--- src/rtl/vdma_reset_sequencer.sv ---
// Power-on / soft-reset sequencer for the VDMA core and FIFO resets (aclk domain).
// Define VDMA_RST_SEQ_TIMEOUT_EN to bound the QUIESCE wait and enable the sticky timeout flag.
module vdma_reset_sequencer #(
  parameter int unsigned RST_HOLD_CYCLES    = 16,
  parameter int unsigned FIFO_SETTLE_CYCLES = 8,
`ifdef VDMA_RST_SEQ_TIMEOUT_EN
  parameter int unsigned TIMEOUT_CYCLES     = 1024,
`endif
  parameter int unsigned CNT_W              = 16
) (
  input  logic aclk_i,
  input  logic aclk_rstn_i,
  input  logic soft_reset_req_i,
  input  logic axi_idle_i,
  output logic stop_req_o,
  output logic fifo_rstn_o,
  output logic vdma_ip_rstn_o,
  output logic busy_o,
  output logic done_o,
  output logic timeout_o
);

  typedef enum logic [2:0] {
    S_IDLE,
    S_QUIESCE,
    S_HOLD,
    S_SETTLE,
    S_DONE
  } state_e;

  localparam logic [CNT_W-1:0] HOLD_LAST   = CNT_W'(RST_HOLD_CYCLES - 1);
  localparam logic [CNT_W-1:0] SETTLE_LAST = CNT_W'(FIFO_SETTLE_CYCLES - 1);
`ifdef VDMA_RST_SEQ_TIMEOUT_EN
  localparam logic [CNT_W-1:0] TIMEOUT_LAST = CNT_W'(TIMEOUT_CYCLES - 1);
`endif

  state_e           state_q, state_d;
  logic [CNT_W-1:0] cnt_q, cnt_d, cnt_inc;
  logic             stop_q, stop_d;
  logic             fifo_rstn_q, fifo_rstn_d;
  logic             ip_rstn_q, ip_rstn_d;
  logic             busy_q, busy_d;
  logic             done_q, done_d;
`ifdef VDMA_RST_SEQ_TIMEOUT_EN
  logic             timeout_q, timeout_set;
`endif

  assign cnt_inc = (cnt_q == '1) ? cnt_q : cnt_q + CNT_W'(1);

  // NOTE: every variable gets a default before the case so no path leaves it unassigned (no latches).
  always_comb begin
    state_d = state_q;
    cnt_d   = cnt_inc;
`ifdef VDMA_RST_SEQ_TIMEOUT_EN
    timeout_set = 1'b0;
`endif
    unique case (state_q)
      S_IDLE: begin
        cnt_d = '0;
        if (soft_reset_req_i) state_d = S_QUIESCE;
      end
      S_QUIESCE: begin
`ifdef VDMA_RST_SEQ_TIMEOUT_EN
        if (axi_idle_i) begin
          state_d = S_HOLD;
          cnt_d   = '0;
        end else if (cnt_q == TIMEOUT_LAST) begin
          state_d     = S_HOLD;
          cnt_d       = '0;
          timeout_set = 1'b1;
        end
`else
        cnt_d = '0;
        if (axi_idle_i) state_d = S_HOLD;
`endif
      end
      S_HOLD: begin
        if (cnt_q == HOLD_LAST) begin
          state_d = S_SETTLE;
          cnt_d   = '0;
        end
      end
      S_SETTLE: begin
        if (cnt_q == SETTLE_LAST) begin
          state_d = S_DONE;
          cnt_d   = '0;
        end
      end
      S_DONE: begin
        state_d = S_IDLE;
        cnt_d   = '0;
      end
      default: begin
        state_d = S_HOLD;
        cnt_d   = '0;
      end
    endcase

    // Outputs are decoded from the next state and registered, so they change on the same edge as the state.
    stop_d      = 1'b1;
    fifo_rstn_d = 1'b1;
    ip_rstn_d   = 1'b1;
    busy_d      = 1'b1;
    done_d      = 1'b0;
    case (state_d)
      S_IDLE: begin
        stop_d = 1'b0;
        busy_d = 1'b0;
      end
      S_HOLD: begin
        fifo_rstn_d = 1'b0;
        ip_rstn_d   = 1'b0;
      end
      S_SETTLE: ip_rstn_d = 1'b0;
      S_DONE:   done_d    = 1'b1;
      default: ;
    endcase
  end

  // NOTE: state registers use non-blocking assignments so all flops update together on the edge.
  always_ff @(posedge aclk_i or negedge aclk_rstn_i) begin
    if (!aclk_rstn_i) begin
      state_q     <= S_HOLD;
      cnt_q       <= '0;
      stop_q      <= 1'b1;
      fifo_rstn_q <= 1'b0;
      ip_rstn_q   <= 1'b0;
      busy_q      <= 1'b1;
      done_q      <= 1'b0;
    end else begin
      state_q     <= state_d;
      cnt_q       <= cnt_d;
      stop_q      <= stop_d;
      fifo_rstn_q <= fifo_rstn_d;
      ip_rstn_q   <= ip_rstn_d;
      busy_q      <= busy_d;
      done_q      <= done_d;
    end
  end

`ifdef VDMA_RST_SEQ_TIMEOUT_EN
  // Sticky until the next hard reset; soft sequences never clear it.
  always_ff @(posedge aclk_i or negedge aclk_rstn_i) begin
    if (!aclk_rstn_i)     timeout_q <= 1'b0;
    else if (timeout_set) timeout_q <= 1'b1;
  end

  assign timeout_o = timeout_q;
`else
  assign timeout_o = 1'b0;
`endif

  assign stop_req_o     = stop_q;
  assign fifo_rstn_o    = fifo_rstn_q;
  assign vdma_ip_rstn_o = ip_rstn_q;
  assign busy_o         = busy_q;
  assign done_o         = done_q;

endmodule

--- config.mk ---
export PLATFORM = sky130hd
export DESIGN_NAME = vdma_reset_sequencer
export DESIGN_NICKNAME = d
export VERILOG_FILES = /design/src/rtl/vdma_reset_sequencer.sv
export SDC_FILE = /design/constraint.sdc
export NUM_CORES = 1
export LEC_CHECK = 0
export BUFFER_PORTS_ARGS = -buffer_cell sky130_fd_sc_hd__buf_4
export CAP_MARGIN = 0
export CORE_UTILIZATION = 59
export DETAILED_ROUTE_END_ITERATION = 16
export GPL_TIMING_DRIVEN = 0
export PLACE_DENSITY_LB_ADDON = 0.15
export SETUP_SLACK_MARGIN = 0.2
export SLEW_MARGIN = 20
export SYNTH_ARGS = -nofsm -noshare
export SYNTH_HDL_FRONTEND = slang
export SYNTH_SLANG_ARGS = --single-unit
--- constraint.sdc ---
create_clock -name aclk_i -period 3.7 [get_ports aclk_i]
set_input_delay 0.74 -clock aclk_i [delete_from_list [all_inputs] [get_ports aclk_i]]
set_output_delay 0.74 -clock aclk_i [all_outputs]
set_load 0.01 [all_outputs]
* Word level (Yosys, flattened, before mapping)
Cells that the tools add are included.
** Storage, ports and cells
- Register bits after elaboration :: 23
- Bits of input ports :: 4
- Output and inout port bits :: 6
- Logic and storage cells :: 33
** Operators by class
- Add/subtract/negate cells :: 1
- Eq/ne operators :: 10
- Multiplexer cells :: 13
- Reductions and logical operators :: 3
** Operators with widths (number)
- 2-to-1 mux 16 bit :: 3
- one-hot mux 16 bit (2 select lines) :: 1
- adder 16 x 1 -> 16 bit, second input constant :: 1
- equality test 16 bit, second input constant :: 1
- equality test 16 x 3 -> 1 bit, second input constant :: 1
- equality test 16 x 4 -> 1 bit, second input constant :: 1
- one-hot mux 3 bit (5 select lines) :: 1
- equality test 3 x 2 -> 1 bit, second input constant :: 4
- 2-to-1 mux 3 bit :: 4
- equality test 3 bit, second input constant :: 2
- logical NOT 3 bit :: 2
- 2-to-1 mux 1 bit :: 4
- equality test 3 x 1 -> 1 bit, second input constant :: 1
- OR reduction 2 bit :: 1

* Longest topological paths before layout
Gate-level depths: netlist (run 1).
- Depth in word-level cells :: 6
- Mapped depth :: 7
- Mapped depth without buffers :: 5

* Worst setup path before layout (run 1)
No wires, ideal clock.
- Path kind :: register to register
- Start :: register cnt_q[0]
- End :: register cnt_q[14]
- Setup time :: 143 ps
- Arrival :: 1560 ps
- Required time :: 3557 ps
- Setup slack :: 1997 ps
- Cell stages (with the launch flop) :: 8
- Path buffers :: 2
- Clock period less this slack :: 1703 ps
- Path through :: dfrtp_1 ha_1 and3_1 clkbuf_1 nand4_1 a22oi_4 buf_6 a211oi_2
** On the way
- Longest elaborated chain between the ends :: 4
- Elaborated cells between the ends (all ways) :: 8
- Classes of those cells :: add/sub (1); eq/ne (3); mux (4)
** Ends and longest elaborated chain
- start: declaration :: RTL line 38 : logic [CNT_W-1:0] cnt_q, cnt_d, cnt_inc;
- start signal: assignment :: RTL line 132 : cnt_q <= cnt_d;
- adder 16 x 1 -> 16 bit / equality test 16 bit (equally long branches) :: RTL line 48 : assign cnt_inc = (cnt_q == '1) ? cnt_q : cnt_q + CNT_W'(1);
- 2-to-1 mux 16 bit :: RTL line 48
- 2-to-1 mux 16 bit, on equally long branches :: RTL line 84, 78
- one-hot mux 16 bit (2 select lines) * :: RTL line 57 : unique case (state_q)
- named net cnt_d[14] :: RTL line 38
The timed path passes the listed nets; every way through them passes the cells marked *.

* Worst setup path after layout (run 1)
- Start :: register cnt_q[0]
- End :: register cnt_q[3]
The elaborated chain is that of the path after synthesis.

==> results_dict.tcl, run 1 <==
set metrics [dict create \
    status "completed" \
    drv_cap 0 \
    hold_viol 0 \
    peakVddDrop_v 0.0003894 \
    clock-root-buffer "clkbuf_4" \
    drive_above_1_share_pct 22.38 \
    tns_ns 0 \
    cts_resized 0 \
    clkLatencyLatePin_ns 0.31 \
    critPathLaunchType "flip-flop" \
    setup_viol 0 \
    leakage_nw 0.6090 \
    rsz0062_at_grt "no" \
    crit_slowest_cell "dfrtp_1" \
    netlist.area_leader.share_pct 40.04 \
    ys_ff_latch 23 \
    finalCriticalPeriod_ns 2.030 \
    totalPowerFinal_mw 0.6870 \
    reg2reg_from "cnt_q[0]" \
    first_iter_violations 19 \
    crit_family "buffers and inverters" \
    antenna_found_initial 0 \
    r2r_setup_slack_ns 1.67 \
    route.vias.total 1072 \
    power_density_nw_per_um2 479.1 \
    drtPass1Iterations 4 \
    worst_slew_pin_slew_ns 0.4957 \
    reg2reg_depth 7 \
    layout_commonest_cell "dfrtp_1" \
    clock.fmax_ghz 0.4927 \
    clock_skew_ns 0.002463 \
    crit_type "flip-flop to flip-flop" \
    wl_met3_um 69 \
    synthTopCellsByArea "dfrtp_1 (40%), nor4_4 (4.9%), dfstp_2 (4.0%)" \
    yosys.area.top_type "dfrtp_1" \
    routed-wl-met2_mm 1.341 \
    numCtsBuffers 3 \
    layout_common_cells "dfrtp_1 (21), nor2_1 (11), buf_4 (11)" \
    start_util_pct 64.91 \
    die_h_um 49.17 \
    htreeDepth 1 \
    path_cells "ha_1 > and3_1 > clkbuf_1 > nand4_1 > a22oi_4 > buf_6 > a211oi_1" \
    syn_area_um2 1313 \
    timing.hold.ws_ns 0.2928 \
    top_layer "met4" \
    clkSlewWorstSetupHoldPaths_ns 0.13 \
    routed_wl_mm 2.673 \
    relSlewSlack_pct 66.65 \
    async_flop_share_pct 100.0 \
    rows 16 \
    syn_inst 131 \
    period_share_pct 54.86 \
    crit_arrival_ns 2.23 \
    avgViaCountPerCell 6.306 \
    holdBufCountCts 0 \
    ios 10 \
    slowest_delay_ns 0.42 \
    gr-usage-all-layers_pct 26.05 \
    wirelength_met1_mm 1.231 \
    antenna_left 0 \
    cp.required_ns 3.90 \
    r2r-end "cnt_q[3]" \
    cts_num_sinks 23 \
    grt_max_degree 24 \
    synth_nets 136 \
    post-cts-setup-buffers 0 \
    synth_warnings 0 \
    fp.coreArea_um2 2022 \
    synth-edff-count 0 \
    path_max_fanout 10 \
    syn-mean-instance-area_um2 10.02 \
    endpoint_kind "flip-flop" \
    n_antenna_cell 0 \
    grt_pass1_wl_mm 4.781 \
    die_x_um 49.17 \
    clockBufferDepth 2 \
    synth_top_flop_cell "dfrtp_1" \
    gr-total-overflow 0 \
    yosysUniqueCellTypes 41 \
    post-route-drc-count 0 \
    grt_pass1_vias 1035 \
    portBuffers 8 \
    cts_tree "yes" \
    min-delay-path-class "primary input to asynchronous set/reset pin" \
    fin_nets 149 \
    path_buf_inv 2 \
    synth.yosys.seq_area_share_pct 44.04 \
    dp_hpwl_mm 1.949 \
    routabilityCongestion 0.8870 \
    syn2layout_area_growth_pct 9.247 \
    slew_violations 0 \
    dieArea_um2 2417 \
    wl_per_cell_um 15.72 \
]
state kept, by name (all words and copies together), names as in the netlist:
signal and cells:
busy_o 1, cnt_q 16, state_q 3, done_o 1, vdma_ip_rstn_o 1, fifo_rstn_o 1
per-layer routing:
layer | track usage (%) | vias to the layer above
li1 | - | 520
met1 | 35.77 | 527
met2 | 44.06 | 21
met3 | 2.804 | 4
met4 | 5.882 | 0
met5 | 0 | -
worst max path at each step:
stage,endpoint,depth (start not counted),start
2_1_floorplan,cnt_q[14],7,cnt_q[0]
3_3_place_gp,cnt_q[14],7,cnt_q[0]
3_5_place_dp,cnt_q[3],7,cnt_q[0]
4_1_cts,cnt_q[3],7,cnt_q[0]
5_1_grt,cnt_q[15],7,cnt_q[0]
6_report,cnt_q[3],7,cnt_q[0]
stage by stage:
step	utilization [%]	instances	instance area (um^2)	setup WS [ns]
after floorplan	-	131	1313	1.997
after global placement	69.55	166	1406	1.723
after detailed placement	69.55	166	1406	1.698
after CTS	70.92	170	1434	1.668
after global routing	70.92	170	1434	1.511
final	70.92	170	1434	1.670
worst register-to-register path: stages, from the launching register on:
cell,delay (ns)
dfrtp_1,0.42
ha_1,0.24
and3_1,0.17
clkbuf_1,0.24
nand4_1,0.23
a22oi_4,0.34
buf_6,0.22
a211oi_1,0.06
power breakdown:
| part | leakage [nW] | total [mW] | switching [mW] | internal [mW] |
|---|---|---|---|---|
| clock network | 0.0177 | 0.117 | 0.0762 | 0.0404 |
| registers | 0.305 | 0.328 | 0.0330 | 0.295 |
| logic | 0.286 | 0.243 | 0.142 | 0.101 |
area by class of cell:
| class | count | area (um^2) |
|---|---|---|
| Buffer | 7 | 46.29 |
| Clock buffer | 3 | 22.52 |
| Clock inverter | 1 | 5.005 |
| Fill cell | 163 | 588.1 |
| Inverter | 3 | 11.26 |
| Multi-Input combinational cell | 98 | 676.9 |
| Sequential cell | 23 | 578.1 |
| Tap cell | 27 | 33.78 |
| Timing Repair Buffer | 8 | 60.06 |
Yosys cell counts, types with 4 or more instances:
master	number
a21oi_1	4
and3_1	8
nand3_1	8
nand2_1	7
a31oi_1	5
nor3_1	8
dfrtp_1	21
nand4_1	4
o21ai_0	5
nor2_1	11
cell families after synthesis:
logic type                 after synthesis  share of synthesized area [%]
xor gates and xnor gates                 1                         0.6674
AOI/OAI and AO/OA                       27                          16.11
adders and majority gates                1                         0.9531
other                                    1                         0.2857
muxes                                    1                         0.7627
buffers and inverters                   10                          4.385
DFF                                     23                          44.04
and+or+nand+nor                         67                          32.80
Power figures use the tool's default switching activity.
==> inputs of run 2 (changes only) <==
--- a/config.mk
+++ b/config.mk
@@ -7,7 +7,7 @@
 export LEC_CHECK = 0
 export BUFFER_PORTS_ARGS = -buffer_cell sky130_fd_sc_hd__buf_4
 export CAP_MARGIN = 0
-export CORE_UTILIZATION = 59
+export CORE_UTILIZATION = 58
 export DETAILED_ROUTE_END_ITERATION = 16
 export GPL_TIMING_DRIVEN = 0
 export PLACE_DENSITY_LB_ADDON = 0.15
==> constraint.sdc (replaced) <==
create_clock -name aclk_i -period 2.09 [get_ports aclk_i]
set_input_delay 0.418 -clock aclk_i [delete_from_list [all_inputs] [get_ports aclk_i]]
set_output_delay 0.418 -clock aclk_i [all_outputs]
set_load 0.01 [all_outputs]
==> run 2 against run 1 <==
Global-route usage fell by 0.58 points. Register-to-register slack got worse by 1.3 ns. Sequential share of layout area is 0.99 points lower. Clock skew increased by 0.0058 ns. Non-clock buffer count is 2 higher. Critical path type unchanged. Critical endpoint is now cnt_q[15]. Largest cell class unchanged.
==> results_dict.tcl, run 2 (same netlist as run 1, synthesis figures left out) <==
set metrics [dict create \
    start_util_pct 64.28 \
    critPathLaunchType "flip-flop" \
    period_share_pct 84.44 \
    largestRegisters "cnt_q x16, state_q x3" \
    slew_violations 0 \
    crit_arrival_ns 1.95 \
    routabilityCongestion 0.9154 \
    syn2layout_area_growth_pct 12.01 \
    peakVddDrop_v 0.0007723 \
    grt_busiest_layer "met2" \
    power_density_nw_per_um2 841.3 \
    grt_pass1_wl_mm 4.774 \
    gr-usage-all-layers_pct 25.48 \
    multi_input_area_um2 695.7 \
    dpl_worst_slack_ns 0.1100 \
    drive_above_1_share_pct 24.14 \
    hold_viol 0 \
    crit_type "flip-flop to flip-flop" \
    clock_skew_ns 0.008251 \
    grt.met3_usage_pct 4.630 \
    drv_cap 0 \
    rsz0062_at_grt "no" \
    crit_family "flip-flops" \
    clock.fmax_ghz 0.5666 \
    setup_viol 0 \
    path_buf_inv 2 \
    min-delay-path-class "primary input to flip-flop" \
    crit_slowest_cell "dfrtp_1" \
    tns_ns 0 \
    portBuffers 8 \
    gr-total-overflow 0 \
    die_x_um 49.57 \
    antenna_left 0 \
    largest_reg_flops 16 \
    numCtsBuffers 3 \
    route.vias.total 1082 \
    grt_pass1_vias 1075 \
    first_iter_violations 36 \
    path_cells "ha_1 > and3_1 > clkbuf_2 > nand4_1 > a22oi_4 > buf_6 > a31oi_1" \
    fin_cells 172 \
    seqCellArea_um2 578.1 \
    wl_per_cell_um 15.64 \
    grt_use_met2_pct 40.99 \
    clkLatencyLatePin_ns 0.30 \
    ios 10 \
    antenna_found_initial 0 \
    fin_nets 151 \
    finalCriticalPeriod_ns 1.765 \
    cts_tree "yes" \
    cp.required_ns 2.28 \
    placed_cells 166 \
    layout_common_cells "dfrtp_1 (21), buf_4 (12), nor2_1 (11)" \
    clock-root-buffer "clkbuf_4" \
    endpoint_kind "flip-flop" \
    post-route-drc-count 0 \
    drtPass1Iterations 4 \
    htreeDepth 1 \
    avgViaCountPerCell 6.291 \
    nFillCells 153 \
    rows 16 \
    path_max_fanout 10 \
    dieArea_um2 2457 \
    routed_wl_mm 2.690 \
    dp_hpwl_mm 1.979 \
    die_h_um 49.57 \
    status "completed" \
    fp.coreArea_um2 2042 \
    cts_num_sinks 23 \
    clkSlewWorstSetupHoldPaths_ns 0.12 \
    n_antenna_cell 0 \
    clockBufferDepth 2 \
    grtUsageMet1_pct 33.80 \
    top_register "cnt_q" \
    layout_commonest_cell "dfrtp_1" \
    leakage_nw 0.6359 \
    timing.final.ws_setup_ns 0.3251 \
    slowest_delay_ns 0.42 \
    grt_max_degree 24 \
]
==> run 2: changes by cell type in the layout (fill, tap and decap cells not counted), sizes merged <==
cell         change
buf              +1
clkbuf           +1
clkinv           -1
dlygate4sd3      +1
==> run 2: final cells by class <==
class | instances | area share, %
repair buffers | 10 | 5.277
clock buffers | 4 | 1.787
well taps | 27 | 2.298
inverters | 3 | 0.7660
multi-input cells | 98 | 47.32
flip-flops and latches | 23 | 39.32
plain buffers | 7 | 3.234
==> run 2: timing repair <==
| action | in CTS | in global routing |
|---|---|---|
| setup buffers | 1 | 0 |
| gates cloned | 0 | 0 |
| resized for setup | 0 | 5 |
| hold buffers | 1 | 0 |
| setup endpoints to repair | 10 | 16 |
| endpoints found under the hold margin | 21 | 0 |
| pin swaps | 1 | 1 |
==> run 2: worst paths after layout <==
check                                 startpoint          to  slack [ns]  cells after the start
worst min register to register        state_q[2]      busy_o        0.51                      1
worst min-delay path            soft_reset_req_i      busy_o        0.33                      3
worst max register to register          cnt_q[0]   cnt_q[15]        0.33                      7
min in group asynchronous            aclk_rstn_i      done_o        0.52                      2
max in group asynchronous            aclk_rstn_i  state_q[1]        1.29                      2
worst max-delay path                    cnt_q[0]   cnt_q[15]        0.33                      7
==> run 2: per-stage QoR <==
stage               total power [mW]  util [%]  area, um^2  hold slack (ns)
floorplan                     0.8771         -        1313           0.1224
global placement               1.001     68.87        1406           0.3225
detailed placement             1.016     68.87        1406           0.3264
CTS                            1.249     71.02        1450           0.3245
global route                   1.314     72.00        1470           0.3402
finish                         1.237     72.00        1470           0.3310
==> run 2: routing by layer <==
layer / vias up / routed length [um]
li1: 520 / -
met1: 516 / 1158
met2: 40 / 1334
met3: 6 / 153
met4: 0 / 44
met5: - / 0
==> run 2: worst reg2reg max path, cell delays in order, from the launching register on <==
cell,delay (ns)
dfrtp_1,0.42
ha_1,0.25
and3_1,0.17
clkbuf_2,0.17
nand4_1,0.17
a22oi_4,0.21
buf_6,0.19
a31oi_1,0.06
==> run 2: power by group <==
| group | total [mW] | switching, mW | internal [mW] |
|---|---|---|---|
| logic | 0.453 | 0.253 | 0.200 |
| clock network | 0.201 | 0.127 | 0.0744 |
| registers | 0.583 | 0.0611 | 0.522 |
| total | 1.24 | 0.441 | 0.796 |
